## src/rtl/hilo_muldiv_pkg.sv

```systemverilog
// Shared encodings for the HI/LO multiply/divide unit.
package hilo_muldiv_pkg;

  localparam int MD_WIDTH = 32;

  // Op_SEL encodings; 6 and 7 are reserved and ignored.
  typedef enum logic [2:0] {
    MD_MULT  = 3'd0,
    MD_MULTU = 3'd1,
    MD_DIV   = 3'd2,
    MD_DIVU  = 3'd3,
    MD_MTHI  = 3'd4,
    MD_MTLO  = 3'd5
  } md_op_e;

  typedef enum logic [1:0] {
    IDLE = 2'd0,
    RUN  = 2'd1,
    DONE = 2'd2
  } md_state_e;

  // True for the four iterating operations (mult, multu, div, divu).
  function automatic logic is_muldiv(input logic [2:0] op);
    return (op[2] == 1'b0);
  endfunction

endpackage

```

## src/rtl/hilo_muldiv_signfix.sv

```systemverilog
// Conditional two's-complement negation: magnitude extraction on the way
// in and sign restoration on the way out.
module muldiv_signfix #(
  parameter int W = 32
) (
  input  logic [W-1:0] val_i,
  input  logic         neg_i,
  output logic [W-1:0] res_o
);

  assign res_o = neg_i ? ({W{1'b0}} - val_i) : val_i;

endmodule

```

## src/rtl/hilo_muldiv.sv

```systemverilog
// Iterative shift-add multiplier / restoring divider with HI/LO registers.
// Handshake: Start is a one-cycle request honoured only in IDLE (and only
// when Flush is low); Stall holds the pipeline while Busy or while a
// mul/div request is being accepted; Done pulses once when HI/LO change
// with a mul/div result.
module hilo_muldiv
  import hilo_muldiv_pkg::*;
#(
  parameter int WIDTH = MD_WIDTH,
  parameter int CNT_W = 6
) (
  input  logic             CLK,
  input  logic             RESET,
  input  logic             Start,
  input  logic [2:0]       Op_SEL,
  input  logic [WIDTH-1:0] Op1,
  input  logic [WIDTH-1:0] Op2,
  input  logic             Flush,
  output logic             Busy,
  output logic             Stall,
  output logic             Done,
  output logic [WIDTH-1:0] HI,
  output logic [WIDTH-1:0] LO,
  output logic [1:0]       dbg_state_o
);

  md_state_e          state_q, state_d;
  logic [CNT_W-1:0]   cnt_q, cnt_d;
  logic [2*WIDTH-1:0] acc_q, acc_d;      // {remainder, quotient} or {product hi, multiplier/product lo}
  logic [WIDTH-1:0]   bop_q, bop_d;      // multiplicand or divisor magnitude
  logic               is_div_q, is_div_d;
  logic               neg_lo_q, neg_lo_d; // negate product / quotient
  logic               neg_hi_q, neg_hi_d; // negate remainder (dividend sign)
  logic [WIDTH-1:0]   hi_q, hi_d, lo_q, lo_d;
  logic               done_q, done_d;

  logic               signed_op, sign_a, sign_b;
  logic [WIDTH-1:0]   mag_a, mag_b;
  logic [2*WIDTH-1:0] prod_fix;
  logic [WIDTH-1:0]   quo_fix, rem_fix;
  logic [WIDTH:0]     mul_sum, div_shift, div_diff;
  logic [2*WIDTH-1:0] mul_next, div_next;

  assign signed_op = (Op_SEL == MD_MULT) || (Op_SEL == MD_DIV);
  assign sign_a    = signed_op & Op1[WIDTH-1];
  assign sign_b    = signed_op & Op2[WIDTH-1];

  muldiv_signfix #(.W(WIDTH))   u_mag_a    (.val_i(Op1), .neg_i(sign_a), .res_o(mag_a));
  muldiv_signfix #(.W(WIDTH))   u_mag_b    (.val_i(Op2), .neg_i(sign_b), .res_o(mag_b));
  muldiv_signfix #(.W(2*WIDTH)) u_fix_prod (.val_i(acc_q), .neg_i(neg_lo_q), .res_o(prod_fix));
  muldiv_signfix #(.W(WIDTH))   u_fix_quo  (.val_i(acc_q[WIDTH-1:0]), .neg_i(neg_lo_q), .res_o(quo_fix));
  muldiv_signfix #(.W(WIDTH))   u_fix_rem  (.val_i(acc_q[2*WIDTH-1:WIDTH]), .neg_i(neg_hi_q), .res_o(rem_fix));

  // One iteration step for each algorithm; the FSM picks one.
  always_comb begin
    mul_sum   = {1'b0, acc_q[2*WIDTH-1:WIDTH]} + (acc_q[0] ? {1'b0, bop_q} : {(WIDTH+1){1'b0}});
    mul_next  = {mul_sum, acc_q[WIDTH-1:1]};
    div_shift = {acc_q[2*WIDTH-1:WIDTH], acc_q[WIDTH-1]};
    div_diff  = div_shift - {1'b0, bop_q};
    // A set top bit means the trial subtraction went negative: restore.
    if (div_diff[WIDTH]) div_next = {div_shift[WIDTH-1:0], acc_q[WIDTH-2:0], 1'b0};
    else                 div_next = {div_diff[WIDTH-1:0], acc_q[WIDTH-2:0], 1'b1};
  end

  // Next-state, datapath and HI/LO write selection.
  always_comb begin
    state_d  = state_q;
    cnt_d    = cnt_q;
    acc_d    = acc_q;
    bop_d    = bop_q;
    is_div_d = is_div_q;
    neg_lo_d = neg_lo_q;
    neg_hi_d = neg_hi_q;
    hi_d     = hi_q;
    lo_d     = lo_q;
    done_d   = 1'b0;
    case (state_q)
      IDLE: begin
        if (Start && !Flush) begin
          case (Op_SEL)
            MD_MULT, MD_MULTU, MD_DIV, MD_DIVU: begin
              state_d  = RUN;
              cnt_d    = '0;
              is_div_d = (Op_SEL == MD_DIV) || (Op_SEL == MD_DIVU);
              neg_lo_d = sign_a ^ sign_b;
              neg_hi_d = sign_a;
              if (is_div_d) begin
                acc_d = {{WIDTH{1'b0}}, mag_a};
                bop_d = mag_b;
              end else begin
                acc_d = {{WIDTH{1'b0}}, mag_b};
                bop_d = mag_a;
              end
            end
            MD_MTHI: hi_d = Op1;
            MD_MTLO: lo_d = Op1;
            default: ;
          endcase
        end
      end
      RUN: begin
        acc_d = is_div_q ? div_next : mul_next;
        cnt_d = cnt_q + CNT_W'(1);
        if (cnt_q == CNT_W'(WIDTH-1)) state_d = DONE;
        if (Flush) state_d = IDLE;
      end
      DONE: begin
        state_d = IDLE;
        if (!Flush) begin
          done_d = 1'b1;
          if (is_div_q) begin
            lo_d = quo_fix;
            hi_d = rem_fix;
          end else begin
            hi_d = prod_fix[2*WIDTH-1:WIDTH];
            lo_d = prod_fix[WIDTH-1:0];
          end
        end
      end
      default: state_d = IDLE;
    endcase
  end

  // State and datapath registers with synchronous reset.
  always_ff @(posedge CLK) begin
    if (RESET) begin
      state_q  <= IDLE;
      cnt_q    <= '0;
      acc_q    <= '0;
      bop_q    <= '0;
      is_div_q <= 1'b0;
      neg_lo_q <= 1'b0;
      neg_hi_q <= 1'b0;
      hi_q     <= '0;
      lo_q     <= '0;
      done_q   <= 1'b0;
    end else begin
      state_q  <= state_d;
      cnt_q    <= cnt_d;
      acc_q    <= acc_d;
      bop_q    <= bop_d;
      is_div_q <= is_div_d;
      neg_lo_q <= neg_lo_d;
      neg_hi_q <= neg_hi_d;
      hi_q     <= hi_d;
      lo_q     <= lo_d;
      done_q   <= done_d;
    end
  end

  assign Busy        = (state_q != IDLE);
  assign Stall       = !RESET && (Busy || (Start && is_muldiv(Op_SEL)));
  assign Done        = done_q;
  assign HI          = hi_q;
  assign LO          = lo_q;
  assign dbg_state_o = state_q;

endmodule

```

## config.mk

```make
export PLATFORM = sky130hd
export DESIGN_NAME = hilo_muldiv
export DESIGN_NICKNAME = d
export VERILOG_FILES = /design/src/rtl/hilo_muldiv_pkg.sv /design/src/rtl/hilo_muldiv_signfix.sv /design/src/rtl/hilo_muldiv.sv
export SDC_FILE = /design/constraint.sdc
export NUM_CORES = 1
export LEC_CHECK = 0
export CORE_ASPECT_RATIO = 0.6
export CORE_UTILIZATION = 30
export CTS_BUF_LIST = sky130_fd_sc_hd__clkbuf_8 sky130_fd_sc_hd__clkbuf_16
export CTS_CLUSTER_DIAMETER = 60
export DETAILED_ROUTE_END_ITERATION = 8
export GPL_TIMING_DRIVEN = 0
export HOLD_SLACK_MARGIN = 0.02
export PLACE_DENSITY_LB_ADDON = 0.25
export RECOVER_POWER = 100
export SLEW_MARGIN = 0
export SYNTH_ARGS = -nofsm -noshare
export SYNTH_HDL_FRONTEND = slang
export SYNTH_SLANG_ARGS = --single-unit
```

## constraint.sdc

```tcl
create_clock -name CLK -period 3.75 [get_ports CLK]
set_clock_uncertainty 0.1 [all_clocks]
set_input_delay 1.125 -clock CLK [delete_from_list [all_inputs] [get_ports CLK]]
set_output_delay 1.125 -clock CLK [all_outputs]
set_load 0.03 [all_outputs]
```

==> results.py <==
metrics = {
    "run_status": {
        "status": "complete, but fails checks",
        "violations": "DRC",
    },
    "detailed_routing": {
        "wirelength_mm": 70.3,
        "viasPerCell": 5.83,
        "drc_errors": 34,
        "wire_per_inst_um": 24.3,
        "antenna_left": 0,
        "vias": 16900,
        "first_iter_violations": 1842,
        "first_pass_iters": 8,
    },
    "hold_path": {
        "min_path_type": "reg2reg",
        "min_from": "bop_q[18]$_SDFFE_PP0P_",
        "hold_end": "bop_q[18]$_SDFFE_PP0P_",
        "hold_path_depth": 2,
    },
    "setup_path": {
        "worstRegToRegCells": 13,
        "slowest_delay_ns": 0.52,
        "path_buf_inv": 2,
        "critPathKind": "in2reg",
        "slowest_stage": "clkdlybuf4s50_1",
        "required_ns": 4.05,
        "r2r_setup_slack_ns": 0.12,
        "path_common_cell": "nor2_1",
        "cp_cell_sequence": "clkdlybuf4s50_1 > inv_1 > ha_1 > nor3b_4 > nor4b_4 > nand4_1 > o21ai_0 > xnor2_1 > nor2_1 > a211oi_1 > o22ai_1 > nor2_1",
        "cp_num_cells": 12,
        "critPathLaunchType": "input pin",
        "reg2reg_to": "acc_q[37]$_SDFFE_PP0P_",
        "cp_top_family": "simple AND/OR/NAND/NOR gates",
        "arrival_ns": 4.02,
        "crit_fanout": 5,
        "worst_r2r_startpoint": "acc_q[35]$_SDFFE_PP0P_",
        "end_kind": "flip-flop",
    },
    "cells_and_area": {
        "nets": 2382,
        "multi_input_area_sq_um": 10900,
        "syn_to_final_growth_pct": 23.7,
        "final_area_sq_um": 18200,
        "seq_area_sq_um": 3480,
        "nFillCells": 5096,
        "fin_util_pct": 37.8,
        "drive_above_1_share_pct": 8.57,
    },
    "synth": {
        "synth_edf_count": 0,
        "syn-num-nets": 2204,
        "yosysMostFrequentCell": "nand2_1",
        "ys_seq_elements": 172,
        "yosys.area.top_type": "dfxtp_1",
        "synth_cells": 2062,
        "postSynthAreaPerCell_sq_um": 7.14,
        "synth_area_sq_um": 14700,
        "synthFlopType": "dfxtp_1",
        "yosysWarnings": 0,
        "ys_top_cells_by_area": "dfxtp_1 23%, nand2_1 6.8%, nor2_1 6.4%, a21oi_1 6.2%, ha_1 5.9%",
        "synth_common_cells": "268 x nand2_1, 252 x nor2_1, 183 x a21oi_1",
        "synth_top_area_share_pct": 23.4,
        "async_flop_share_pct": 0,
        "ys_seq_area_share_pct": 23.4,
        "synth_cell_types": 80,
    },
    "power": {
        "p_int_w": 0.00333,
        "pwr-share-clk_pct": 35.6,
        "p_seq_share_pct": 36.1,
        "powerDensity_nw_per_um2": 294,
        "switchingPower_w": 0.00204,
        "combPwrFrac_pct": 28.4,
        "switching_share_pct": 38.0,
        "p_leak_nw": 7.05,
        "p_total_w": 0.00536,
        "irDropWorstVdd_uv": 295,
    },
    "clock_network": {
        "clock_latency_ns": 0.46,
        "clk_pin_slew_worst_paths_ns": 0.08,
        "clockBufferDepth": 2,
        "numCtsBuffers": 17,
        "cts-root-buf": "clkbuf_16",
        "cts.sinks": 172,
        "htree_levels": 4,
        "cts_tree": "built",
    },
    "placement": {
        "io_buffers": 138,
        "hpwl_mm": 57.0,
        "place_area_sq_um": 16900,
        "gp_congestion": 0.970,
    },
    "die": {
        "initial_core_util_pct": 30.6,
        "ioPinCount": 140,
        "coreArea_sq_um": 48200,
        "die_h_um": 174,
        "die_w_um": 288,
        "dieArea_sq_um": 50000,
        "rows": 62,
    },
    "global_routing": {
        "grt_util_all_layers_pct": 27.3,
        "gr-total-overflow": 0,
        "antenna_found_initial": 5,
        "grt_pass1_wl_mm": 101,
        "grt_max_degree": 20,
        "grt_pass1_vias": 15300,
    },
    "sta": {
        "max_slew_margin_pct": 17.5,
        "rsz0062_at_grt": "yes",
        "final_hold_viol_count": 0,
        "fin_crit_sh_pct": 99.2,
        "fmax_mhz": 269,
        "worst_pin_slew_ns": 1.23,
        "min_period_ns": 3.72,
        "hold-worst-slack_ns": 0.355,
        "slew_viol_final": 0,
        "setup_violations": 0,
    },
    "flow_run": {
        "drv_cap": 0,
    },
}
worst reg2reg max path, cell delays in order (launching register included):
cell	delay [ns]
dfxtp_1	0.67
ha_1	0.38
and4_1	0.24
o311a_4	0.15
o21ai_2	0.21
a311oi_2	0.12
buf_4	0.17
o21a_4	0.21
or3_4	0.40
and2_1	0.19
buf_8	0.16
buf_8	0.18
mux2i_2	0.21
o21ai_0	0.10
cell families (layout without fill, tap and decap cells):
| group | count (synthesis) | count (layout) | synth area share (%) |
|---|---|---|---|
| mux | 56 | 56 | 3.81 |
| buf+inv | 197 | 388 | 5.39 |
| other cells | 0 | 3 | 0 |
| compound gates | 606 | 606 | 26.8 |
| flops | 172 | 172 | 23.4 |
| xor+xnor | 153 | 153 | 9.10 |
| fa+ha+maj | 71 | 71 | 6.13 |
| simple gates | 807 | 807 | 25.4 |
final cells by class:
class / instances / area share (%)
antenna: 3 / 0.0412
buffer: 136 / 3.37
clock buffer: 17 / 2.34
clock inverter: 15 / 0.934
inverter: 58 / 1.22
multi-input combinational: 1693 / 59.9
sequential: 172 / 19.1
tap: 640 / 4.40
timing repair buffer: 162 / 8.67
metal layers:
metal | part of all wire (%) | wire (um) | vias to the layer above | GRT usage (%)
met1 | 47 | 32800 | 8152 | 41.4
met2 | 38 | 26500 | 856 | 35.9
met3 | 13 | 9450 | 70 | 9.38
met5 | 0.17 | 116 | - | 1.54
li1 | - | - | 7810 | -
met4 | 1.9 | 1330 | 4 | 6.08
flip-flops by register name (all words and copies together) (netlist names):
| name | count |
|---|---|
| Done | 1 |
| HI | 32 |
| LO | 32 |
| acc_q | 64 |
| bop_q | 32 |
| cnt_q | 6 |
| dbg_state_o | 2 |
| is_div_q | 1 |
| neg_hi_q | 1 |
| neg_lo_q | 1 |
worst max path at each step:
stage / start / endpoint / slack (ns)
2_1_floorplan: RESET / Stall / 0.33
3_3_place_gp: RESET / Stall / -1.82
3_5_place_dp: RESET / Stall / -1.78
4_1_cts: Op2[0] / acc_q[28]$_SDFFE_PP0P_ / 0.006
5_1_grt: Op_SEL[0] / acc_q[5]$_SDFFE_PP0P_ / -0.05
6_report: Op1[1] / acc_q[26]$_SDFFE_PP0P_ / 0.03
power groups by stage:
stage                     clock, W  combinational, W  sequential (W)
after floorplan                  0          0.000844         0.00198
final                      0.00191           0.00152         0.00193
after global placement           0           0.00140         0.00198
after detailed placement         0           0.00140         0.00198
after global routing       0.00199           0.00161         0.00194
after CTS                  0.00191           0.00143         0.00193
timing repair:
item	in CTS	in global routing
pin swaps	4	13
setup buffers	12	12
setup endpoints to repair	89	82
resized for setup	53	90
hold buffers	0	0
per-stage QoR:
stage | TNS (ns) | worst slack, ns | std cells
after floorplan | 0 | 0.326 | 2062
after global placement | -64.99 | -1.82 | 2840
after detailed placement | -65.94 | -1.78 | 2840
after CTS | 0 | 0.00640 | 2882
after global routing | -0.197 | -0.0480 | 2896
final | 0 | 0.0306 | 2896
layout by cell type (no fill, tap or decap), types with 24 or more instances in the layout:
cell / Yosys / final
nand2_1: 268 / 268
inv_1: 58 / 55
o21ai_0: 108 / 102
a211oi_1: 51 / 44
xor2_1: 76 / 70
a21o_1: 30 / 30
nand3_1: 50 / 50
a21oi_1: 183 / 181
clkdlybuf4s50_1: 0 / 59
mux2i_1: 55 / 54
nor2_1: 252 / 250
or3_1: 25 / 24
xnor2_1: 77 / 65
o31ai_1: 28 / 24
dfxtp_1: 172 / 155
nor3_1: 58 / 55
buf_4: 1 / 24
dlygate4sd3_1: 0 / 68
ha_1: 69 / 68
a311oi_1: 46 / 43
clkbuf_1: 111 / 99
Power figures use the tool's default switching activity.
